===== config.mk =====
export PLATFORM = sky130hd
export DESIGN_NAME = alu_cmd_issuer
export DESIGN_NICKNAME = d
export VERILOG_FILES = /design/src/rtl/alu_pkg.sv /design/src/rtl/alu_rsp_fifo.sv /design/src/rtl/alu_cmd_issuer.sv
export SDC_FILE = /design/constraint.sdc
export NUM_CORES = 1
export LEC_CHECK = 0
export BUFFER_PORTS_ARGS = -buffer_cell sky130_fd_sc_hd__buf_2
export CAP_MARGIN = 0
export CORE_ASPECT_RATIO = 2
export CORE_MARGIN = 10
export CORE_UTILIZATION = 53
export DETAILED_ROUTE_END_ITERATION = 10
export GPL_ROUTABILITY_DRIVEN = 0
export MAX_ROUTING_LAYER = met4
export PLACE_DENSITY_LB_ADDON = 0.05
export SETUP_SLACK_MARGIN = 0.5
export SLEW_MARGIN = 20
export SYNTH_ARGS = -nofsm -noshare
export SYNTH_HDL_FRONTEND = slang
export SYNTH_SLANG_ARGS = --single-unit

===== constraint.sdc =====
create_clock -name clk -period 4.1 [get_ports clk]
set_clock_uncertainty 0.05 [all_clocks]
set_input_delay 0.41 -clock clk [delete_from_list [all_inputs] [get_ports clk]]
set_output_delay 0.41 -clock clk [all_outputs]
set_load 0.02 [all_outputs]

===== src/rtl/alu_pkg.sv =====
// Shared opcode encodings, flag bit positions and field widths for the ALU
// command issuer and its response queue.
package alu_pkg;

  localparam logic [3:0] ADD  = 4'd0;
  localparam logic [3:0] SUB  = 4'd1;
  localparam logic [3:0] MUL  = 4'd2;
  localparam logic [3:0] SGT  = 4'd3;
  localparam logic [3:0] NAND = 4'd4;
  localparam logic [3:0] SLTU = 4'd5;
  localparam logic [3:0] NOP  = 4'd15;

  localparam int CARRY = 3;
  localparam int ZERO  = 2;
  localparam int OVF   = 1;
  localparam int SIGN  = 0;

  localparam int OP_W    = 4;
  localparam int TAG_W   = 4;
  localparam int SHIFT_W = 5;
  localparam int FLAG_W  = 4;

  function automatic logic [FLAG_W-1:0] pack_flags(input logic c, input logic z,
                                                   input logic o, input logic s);
    logic [FLAG_W-1:0] f;
    f        = '0;
    f[CARRY] = c;
    f[ZERO]  = z;
    f[OVF]   = o;
    f[SIGN]  = s;
    return f;
  endfunction

endpackage


===== src/rtl/alu_rsp_fifo.sv =====
// Show-ahead response queue: head entry is visible whenever the queue is
// non-empty, and holds until it is popped.
module alu_rsp_fifo #(
  parameter int DW    = 40,
  parameter int DEPTH = 4
) (
  input  logic          clk,
  input  logic          rst,
  input  logic          i_wr,
  input  logic [DW-1:0] i_wdata,
  input  logic          i_rd,
  output logic          o_valid,
  output logic          o_full,
  output logic [DW-1:0] o_rdata
);

  localparam int AW = (DEPTH > 1) ? $clog2(DEPTH) : 1;
  localparam int CW = $clog2(DEPTH + 1);

  logic [DW-1:0] r_mem [DEPTH];
  logic [AW-1:0] r_wptr;
  logic [AW-1:0] r_rptr;
  logic [CW-1:0] r_cnt;
  logic          w_push;
  logic          w_pop;

  function automatic logic [AW-1:0] nxt(input logic [AW-1:0] p);
    return (p == AW'(DEPTH - 1)) ? '0 : p + 1'b1;
  endfunction

  assign o_valid = (r_cnt != '0);
  assign o_full  = (r_cnt == CW'(DEPTH));
  assign w_push  = i_wr && !o_full;
  assign w_pop   = i_rd && o_valid;
  // Gate the head so the outputs read zero while empty and after reset.
  assign o_rdata = o_valid ? r_mem[r_rptr] : '0;

  always_ff @(posedge clk) begin
    if (w_push) r_mem[r_wptr] <= i_wdata;
  end

  always_ff @(posedge clk or posedge rst) begin
    if (rst) begin
      r_wptr <= '0;
      r_rptr <= '0;
      r_cnt  <= '0;
    end else begin
      if (w_push) r_wptr <= nxt(r_wptr);
      if (w_pop)  r_rptr <= nxt(r_rptr);
      case ({w_push, w_pop})
        2'b10:   r_cnt <= r_cnt + 1'b1;
        2'b01:   r_cnt <= r_cnt - 1'b1;
        default: r_cnt <= r_cnt;
      endcase
    end
  end

  a_no_overflow: assert property (@(posedge clk) disable iff (rst) !(i_wr && o_full));

endmodule


===== src/rtl/alu_cmd_issuer.sv =====
// Issues commands to a fixed-latency pipelined ALU, tracks them by tag and
// queues results in order; credits bound in-flight plus queued ops to the queue depth.
module alu_cmd_issuer
  import alu_pkg::*;
#(
  parameter int WIDTH       = 32,
  parameter int RES_DEPTH   = 4,
  parameter int ALU_LATENCY = 2
) (
  input  logic               clk,
  input  logic               rst,
  input  logic               cmd_valid,
  output logic               cmd_ready,
  input  logic [OP_W-1:0]    cmd_opcode,
  input  logic [WIDTH-1:0]   cmd_a,
  input  logic [WIDTH-1:0]   cmd_b,
  input  logic [SHIFT_W-1:0] cmd_shift,
  input  logic [TAG_W-1:0]   cmd_tag,
  output logic [OP_W-1:0]    alu_opcode,
  output logic [WIDTH-1:0]   alu_input1,
  output logic [WIDTH-1:0]   alu_input2,
  output logic [SHIFT_W-1:0] alu_shiftValue,
  input  logic [WIDTH-1:0]   alu_result,
  input  logic               alu_carry,
  input  logic               alu_zero,
  input  logic               alu_overflow,
  input  logic               alu_sign,
  output logic               rsp_valid,
  input  logic               rsp_ready,
  output logic [WIDTH-1:0]   rsp_result,
  output logic [FLAG_W-1:0]  rsp_flags,
  output logic [TAG_W-1:0]   rsp_tag,
  output logic               busy
);

  localparam int CRW = $clog2(RES_DEPTH + 1);
  localparam int RDW = WIDTH + FLAG_W + TAG_W;

  logic [CRW-1:0]                    r_credits;
  logic [ALU_LATENCY:0]              r_vld_pipe;
  logic [ALU_LATENCY:0][TAG_W-1:0]   r_tag_pipe;
  logic                              w_accept;
  logic                              w_pop;
  logic                              w_wr;
  logic                              w_full;
  logic [FLAG_W-1:0]                 w_flags;
  logic [RDW-1:0]                    w_wdata;
  logic [RDW-1:0]                    w_rdata;

  assign cmd_ready = (r_credits != '0);
  assign w_accept  = cmd_valid && cmd_ready;
  assign w_pop     = rsp_valid && rsp_ready;

  // Operands go out registered on the accept edge; idle cycles drive NOP.
  always_ff @(posedge clk or posedge rst) begin
    if (rst) begin
      alu_opcode     <= NOP;
      alu_input1     <= '0;
      alu_input2     <= '0;
      alu_shiftValue <= '0;
    end else if (w_accept) begin
      alu_opcode     <= cmd_opcode;
      alu_input1     <= cmd_a;
      alu_input2     <= cmd_b;
      alu_shiftValue <= cmd_shift;
    end else begin
      alu_opcode     <= NOP;
      alu_input1     <= '0;
      alu_input2     <= '0;
      alu_shiftValue <= '0;
    end
  end

  // Stage 0 loads with the ALU drive; the last stage lines up with a settled result.
  always_ff @(posedge clk or posedge rst) begin
    if (rst) begin
      r_vld_pipe <= '0;
      r_tag_pipe <= '0;
    end else begin
      r_vld_pipe <= {r_vld_pipe[ALU_LATENCY-1:0], w_accept};
      r_tag_pipe <= {r_tag_pipe[ALU_LATENCY-1:0], cmd_tag};
    end
  end

  always_ff @(posedge clk or posedge rst) begin
    if (rst) begin
      r_credits <= CRW'(RES_DEPTH);
    end else begin
      case ({w_accept, w_pop})
        2'b10:   r_credits <= r_credits - 1'b1;
        2'b01:   r_credits <= r_credits + 1'b1;
        default: r_credits <= r_credits;
      endcase
    end
  end

  assign w_wr    = r_vld_pipe[ALU_LATENCY];
  assign w_flags = pack_flags(alu_carry, alu_zero, alu_overflow, alu_sign);
  assign w_wdata = {alu_result, w_flags, r_tag_pipe[ALU_LATENCY]};

  alu_rsp_fifo #(
    .DW    (RDW),
    .DEPTH (RES_DEPTH)
  ) u_rsp_fifo (
    .clk     (clk),
    .rst     (rst),
    .i_wr    (w_wr),
    .i_wdata (w_wdata),
    .i_rd    (rsp_ready),
    .o_valid (rsp_valid),
    .o_full  (w_full),
    .o_rdata (w_rdata)
  );

  assign rsp_result = w_rdata[RDW-1 -: WIDTH];
  assign rsp_flags  = w_rdata[TAG_W +: FLAG_W];
  assign rsp_tag    = w_rdata[TAG_W-1:0];
  assign busy       = (|r_vld_pipe) || rsp_valid;

  a_credit_bound: assert property (@(posedge clk) disable iff (rst)
                                   r_credits <= CRW'(RES_DEPTH));
  a_full_no_credit: assert property (@(posedge clk) disable iff (rst)
                                     w_full |-> !cmd_ready);

endmodule


==> results of run 1 <==
sequential cells by signal, indices dropped and copies added (netlist names):
name	cells
alu_input1	32
alu_input2	32
alu_opcode	4
alu_shiftValue	5
r_credits	3
r_tag_pipe	12
r_vld_pipe	3
u_rsp_fifo.r_cnt	3
u_rsp_fifo.r_mem	160
u_rsp_fifo.r_rptr	2
u_rsp_fifo.r_wptr	2
power breakdown:
part	internal (mW)	switching, mW
Combinational	1.09	1.38
Sequential	3.31	0.345
Clock	1.16	0.854
worst max-delay path, delay by kind of cell, from the launching register on:
family	cells	cell delay, ns
flops	1	0.99
mux	1	0.60
simple gates	1	0.18
buf+inv	1	0.16
cells by family (layout without fill, tap and decap cells):
| family | after synthesis | after routing | share of synthesized area |
|---|---|---|---|
| AO/OA/AOI/OAI | 1 | 1 | 0.0006663 |
| XOR/XNOR | 6 | 6 | 0.005593 |
| other | 0 | 3 | 0 |
| adder cells (fa/ha/maj) | 9 | 9 | 0.01358 |
| flip-flops | 258 | 258 | 0.7731 |
| AND/OR/NAND/NOR | 126 | 126 | 0.08323 |
| buffers and inverters | 40 | 290 | 0.02011 |
| multiplexers | 46 | 46 | 0.1037 |
cells in the final DEF, fill, tap and decap left out:
cell type / netlist / routed
clkbuf_16: 0 / 23
and2_1: 45 / 41
or3_1: 2 / 2
diode_2: 0 / 3
bufinv_16: 0 / 2
clkinv_2: 0 / 1
buf_4: 0 / 4
a31oi_1: 1 / 1
and3_1: 69 / 69
dlygate4sd3_1: 0 / 4
clkinv_1: 0 / 3
xor2_1: 4 / 4
mux2_4: 2 / 2
dfrtp_1: 93 / 91
dfrtp_2: 0 / 1
edfxtp_1: 160 / 160
ha_1: 7 / 7
fa_1: 2 / 2
nor2_1: 4 / 4
dfrtp_4: 0 / 1
and2_4: 1 / 5
inv_1: 10 / 9
xnor2_1: 2 / 2
mux4_2: 40 / 40
or4_1: 1 / 1
dfstp_2: 5 / 5
nand2b_1: 4 / 4
buf_2: 7 / 232
inv_4: 0 / 1
mux2_2: 3 / 3
clkbuf_1: 19 / 11
mux2i_1: 1 / 1
layout make-up:
type / instances / area, sq um
flip-flops and latches: 258 / 7268
fillers: 1266 / 5901
multi-input cells: 188 / 1953
repair buffers: 240 / 1231
clock buffers: 34 / 616.8
well taps: 210 / 262.8
clock inverters: 6 / 76.32
inverters: 10 / 40.04
diodes: 3 / 7.507
stage by stage:
step	total power [mW]	hold slack (ns)	util	area, sq um	std cells
finish	8.133	-0.01541	0.6600	11460	949
global route	8.569	0.03516	0.6600	11460	949
CTS	8.276	0.01136	0.6593	11440	946
detailed placement	6.245	0.2858	0.6171	10710	902
global placement	6.155	0.2841	0.6171	10710	902
floorplan	5.390	0.2812	-	9395	486
timing repair:
action / 4_1_cts / 5_1_grt
buffers inserted: 0 / 0
endpoints found under the hold margin: 4 / 0
hold buffers: 4 / 0
worst max path at each step:
stage | startpoint | endpoint | slack, ns | cells after the start
2_1_floorplan | rst | alu_input1[0] | 1.09 | 1
3_3_place_gp | r_credits[0] | r_credits[2] | 1.54 | 10
3_5_place_dp | r_credits[0] | r_credits[2] | 1.46 | 10
4_1_cts | u_rsp_fifo.r_rptr[0] | rsp_result[7] | 1.11 | 3
5_1_grt | u_rsp_fifo.r_rptr[0] | rsp_tag[3] | 1.00 | 3
6_report | u_rsp_fifo.r_rptr[0] | rsp_result[1] | 1.18 | 3
per-layer routing:
| metal | global-route usage | share of wire | vias to the layer above |
|---|---|---|---|
| met5 | - | 0 | - |
| li1 | - | - | 2284 |
| met4 | 0.05717 | 0.020 | 0 |
| met1 | 0.1892 | 0.38 | 2478 |
| met3 | 0.04840 | 0.068 | 36 |
| met2 | 0.2922 | 0.53 | 199 |
==> summary.md, run 1 <==
| Metric | Value |
|---|---|
| CP max-delay cell | `dfrtp_4` |
| Worst path required time | `3.64 ns` |
| Final period util | `0.7133` |
| Skew-Pair Late Insertion Delay | `~0.50 ns` |
| Total global-route track usage | `0.1723` |
| Final worst slack | `1.176 ns` |
| Routed vias/inst | `5.266` |
| Sequential cell area fraction in the yosys report | `0.7731` |
| CP Data Arrival Time | `2.46 ns` |
| CTS tree | `built` |
| Die Area | `~0.024 sq mm` |
| Net Count, Synth | `612` |
| Critical path class | `flop to primary output` |
| Core area | `0.01736 sq mm` |
| Warnings from Yosys | `0` |
| Synth area leaders | `edfxtp_1 51%, dfrtp_1 25%, mux4_2 9.6%` |
| FF-to-FF Start | `r_credits[0]` |
| Initial antenna violation count | `3` |
| Post-route ant nets | `0` |
| Area Growth Syn to Fin | `21.93%` |
| Post-CTS Resized | `0` |
| Via count | `4,997` |
| Pre-CTS setup slack | `1.462 ns` |
| CTS Buffer Depth | `3` |
| Pwr Density | `approximately 710 mW/mm^2` |
| Fmax | `342.0 MHz` |
| First-pass GRT wire length | `31,550 microns` |
| Share of layout cells above drive strength 1 | `0.4348` |
| Dominant synthesized flop cell | `edfxtp_1` |
| Die X | `114.1 microns` |
| CTS buffer count | `22` |
| Finish-stage setup viols | `0` |
| Number of synthesized flops with an enable pin | `160` |
| Top cell type's share of synthesized area | `0.5114` |
| HP Class | `input pin to async pin` |
| Post-synth ARST share | `0.3798` |
| Starting Density | `0.5413` |
| I/O Pins | `233` |
| CP max FO | `43` |
| Post-route DRC | `0` |
| Reg-to-reg slack, setup | `1.44 ns` |
| Detailed Routing Iterations Pass 1 | `4` |
| Yosys cell types | `23` |
| Largest net degree at the start of global routing | `72` |
| Post-Syn Area | `around 0.0094 sq mm` |
| Die Span Y | `around 210 microns` |
| RSZ-0062 raised after global routing | `false` |
| CP Launch Type | `flop` |
| Vias in the first global route | `5,904` |
| Root buffer cell | `clkbuf_16` |
| Largest area contributor in the netlist | `edfxtp_1` |
| Max Cap Viol | `0` |
| Crit path cell chain | `mux4_2 > and2_1 > buf_2` |
| Max IR drop VDD | `481.1 uV` |
| Worst hold slack | `-0.01541 ns` |
| Reg2Reg Capture Point | `r_credits[2]` |
| Max incr delay on CP | `0.99 ns` |
| Failing checks | `hold timing` |
| Most frequent cell after synthesis | `edfxtp_1` |
| Htree depth | `1` |
| Outcome | `finished with violations` |
| Synthesized flop and latch total | `258` |
| Headroom to the max-slew limit | `0.2858` |
| CTS clock-pin slew for the worst setup and hold paths | `approximately 0.070 ns` |
| Actual slew at the worst max-slew pin | `1.071 ns` |
| Total Nets Final | `846` |
| Port-buffer cells | `between 200 and 250` |
| Clock sinks | `258` |
| Rows | `68` |
| Final Hold Vio Count | `17` |
| Leakage power | `4.964 nW` |
| Minimum clock period after layout | `2.924 ns` |
| DP Wirelength | `13,590 microns` |
| Worst-case reg-to-reg path depth | `10` |
| Worst Setup End Kind | `primary output` |
| Cells after Synth | `approximately 490` |
| Drt wl/cell | `20.97 microns` |
| Max-slew violations | `0` |
| Final WL | `19,900 microns` |
| Syn_area_per_cell | `19.33 sq um` |
| Most frequent cells after synthesis | `160 x edfxtp_1, 93 x dfrtp_1, 69 x and3_1` |
| Iteration-0 DRC Markers | `206` |
| Overflow after GRT | `0` |
| Setup Total Neg Slack | `0 ns` |
Note: power is estimated with default switching activity, not from simulation.
==> run 2, diff against run 1 <==
- CORE_UTILIZATION: 53 -> 48
- clock period: 4.1 -> 2.35 ns (I/O delays scaled with it)
==> run 2 against run 1 <==
  * Cell area grew 19%
  * Clock-buffer cell count shrank 3
  * Highest routed layer unchanged
  * Register-to-register slack lost 1.3 ns
  * Critical path depth grew 2
  * Cell count grew 21%
  * Critical path type unchanged
  * The run now ends clean
  * Global-route usage grew 2.3 points
  * Largest power group is now combinational cells
==> summary.md, run 2 (same netlist as run 1, synthesis figures left out) <==
| Metric | Value |
|---|---|
| Worst-case reg-to-reg path depth | `7 (-3)` |
| Die Span Y | `217.9 microns (+4.6%)` |
| Biggest register | `u_rsp_fifo.r_mem` |
| First-pass GRT wire length | `38,230 microns (+21%)` |
| Largest net degree at the start of global routing | `70 (-2.8%)` |
| CTS clock-pin slew for the worst setup and hold paths | `0.06 ns (about the same)` |
| Final period util | `0.9822` |
| Iteration-0 DRC Markers | `239 (+16%)` |
| Minimum clock period after layout | `2.308 ns` |
| I/O Pins | `233 (unchanged)` |
| Reg2Reg Capture Point | `r_credits[1]` |
| Port-buffer cells | `232 (unchanged)` |
| CP max FO | `8 (-81%)` |
| Vias in the first global route | `6,868 (+16%)` |
| Outcome | `finished, final reports clean` |
| Clock sinks | `258 (unchanged)` |
| Detailed Routing Iterations Pass 1 | `4 (unchanged)` |
| Max-slew violations | `0 (unchanged)` |
| Die Area | `0.02591 sq mm (+9.0%)` |
| Fmax | `around 430 MHz` |
| Placed Cells | `963 (+6.8%)` |
| DP Wirelength | `14,650 microns (+7.9%)` |
| Core area | `0.01928 sq mm (+11%)` |
| Biggest regs | `u_rsp_fifo.r_mem (160), alu_input1 (32), alu_input2 (32)` |
| Leakage power | `5.917 nW (+19%)` |
| Worst path required time | `2.07 ns (-1.57 ns)` |
| Headroom to the max-slew limit | `0.5929 (+0.3071)` |
| CTS Buffer Depth | `3 (unchanged)` |
| Drt wl/cell | `21.60 microns (+3.0%)` |
| Starting Density | `0.4873 (-0.05396)` |
| Critical path class | `flop to primary output` |
| FF-to-FF Start | `u_rsp_fifo.r_cnt[2]` |
| Commonest non-fill, non-tap cell in the layout | `buf_2` |
| Routed vias/inst | `5.058 (-3.9%)` |
| Actual slew at the worst max-slew pin | `0.6093 ns (-0.4619 ns)` |
| Share of layout cells above drive strength 1 | `0.4672 (+0.03241)` |
| Area Growth Syn to Fin | `45.04%` |
| RSZ-0062 raised after global routing | `true` |
| Initial antenna violation count | `1 (-2)` |
| Reg-to-reg slack, setup | `0.15 ns (-1.29 ns)` |
| Finish-stage setup viols | `0 (unchanged)` |
| Critical Path End | `rsp_flags[2]` |
| Post-route DRC | `0 (unchanged)` |
| Skew-Pair Late Insertion Delay | `0.50 ns (about the same)` |
| Rows | `72 (+5.9%)` |
| Final WL | `24,730 microns (+24%)` |
| Layout fillers | `1,268 (+0.16%)` |
| HP Class | `input pin to flop` |
| Total global-route track usage | `0.1949 (+0.02263)` |
| Htree depth | `1 (unchanged)` |
| Max IR drop VDD | `717.5 uV (+49%)` |
| Total Nets Final | `994 (+17%)` |
| Worst Setup SP | `u_rsp_fifo.r_rptr[0]` |
| Pwr Density | `1223 mW/mm^2 (+72%)` |
| Via count | `5,791 (+16%)` |
| Die X | `118.9 microns (+4.2%)` |
| Setup Total Neg Slack | `0 ns (unchanged)` |
| Overflow after GRT | `0 (unchanged)` |
| Max Cap Viol | `0 (unchanged)` |
| Root buffer cell | `clkbuf_16` |
| Post-route ant nets | `0 (unchanged)` |
| Worst Setup End Kind | `primary output` |
| Most frequent cells in the layout | `195 x buf_2, 160 x edfxtp_1, 114 x dlygate4sd3_1, 91 x dfrtp_1, 69 x and3_1` |
| Non-Filler Instances | `1,145 (+21%)` |
| CTS buffer count | `23 (+4.5%)` |
| CTS tree | `built` |
| Final Hold Vio Count | `0 (-17)` |
| CP Launch Type | `flop` |
| CP Data Arrival Time | `2.02 ns (-0.44 ns)` |
| Max FFs per register | `160 (unchanged)` |
## run 2: changes by cell type in the layout (fill, tap and decap cells not counted), sizes merged
| cell | delta |
|---|---|
| clkbuf | -2 |
| clkinvlp | +3 |
| clkinv | +3 |
| dlygate4sd3 | +110 |
| bufbuf | +2 |
| inv | -1 |
| buf | +34 |
| bufinv | -1 |
| diode | -1 |
## run 2: per-layer routing
metal / GRT usage / routed length (microns) / up-vias
li1: - / - / 2578
met1: 0.2009 / 8785 / 2956
met2: 0.3547 / 13910 / 224
met3: 0.04900 / 1613 / 33
met4: 0.06015 / 427 / 0
met5: - / 0 / -
## run 2: critical path: stages (launching register included)
cell and delay [ns]:
dfrtp_2 0.43, buf_12 0.13, clkbuf_16 0.17, mux4_2 0.49
and2_4 0.17, buf_6 0.12
## run 2: final cells by class
class,count,area (sq um),share of cell area
Multi-Input combinational cell,188,2095,0.1537
Tap cell,259,324.1,0.02378
Inverter,10,43.79,0.003214
Sequential cell,258,7268,0.5334
Antenna cell,2,5.005,0.0003673
Timing Repair Buffer,387,3169,0.2326
Clock inverter,10,75.07,0.005509
Clock buffer,31,646.9,0.04747
## run 2: stage by stage
step	instance area [sq um]	hold slack (ns)	util	setup slack [ns]	total power, mW
after floorplan	9435	0.2164	-	0.2536	9.437
after global placement	10970	0.2807	0.5690	0.3074	11.01
after detailed placement	10970	0.2864	0.5690	0.2268	11.17
after CTS	13420	0.05980	0.6962	0.01265	16.26
after global routing	13620	0.08851	0.7067	-0.01417	17.45
final	13630	0.09013	0.7068	0.04186	16.67
## run 2: how the worst min path moves through the flow
| stage | end | cells after the start | startpoint | slack, ns |
|---|---|---|---|---|
| after floorplan | r_tag_pipe[0] | 0 | cmd_tag[0] | 0.22 |
| after global placement | alu_input1[16] | 2 | rst | 0.28 |
| after detailed placement | alu_input1[16] | 2 | rst | 0.29 |
| after CTS | r_vld_pipe[0] | 3 | cmd_valid | 0.06 |
| after global routing | r_vld_pipe[0] | 3 | cmd_valid | 0.09 |
| final | r_vld_pipe[0] | 3 | cmd_valid | 0.09 |
## run 2: power by group
| group | internal (mW) | switching [mW] |
|---|---|---|
| Combinational | 3.71 | 3.28 |
| Sequential | 5.77 | 0.302 |
| Clock | 2.04 | 1.57 |
## run 2: repair_timing
| action | in CTS | in global routing |
|---|---|---|
| pin swaps | 19 | 24 |
| cloned | 7 | 1 |
| setup endpoints to repair | 193 | 47 |
| endpoints found under the hold margin | 245 | 0 |
| setup buffers | 15 | 2 |
| gates resized for setup | 85 | 50 |
| hold buffers | 114 | 0 |
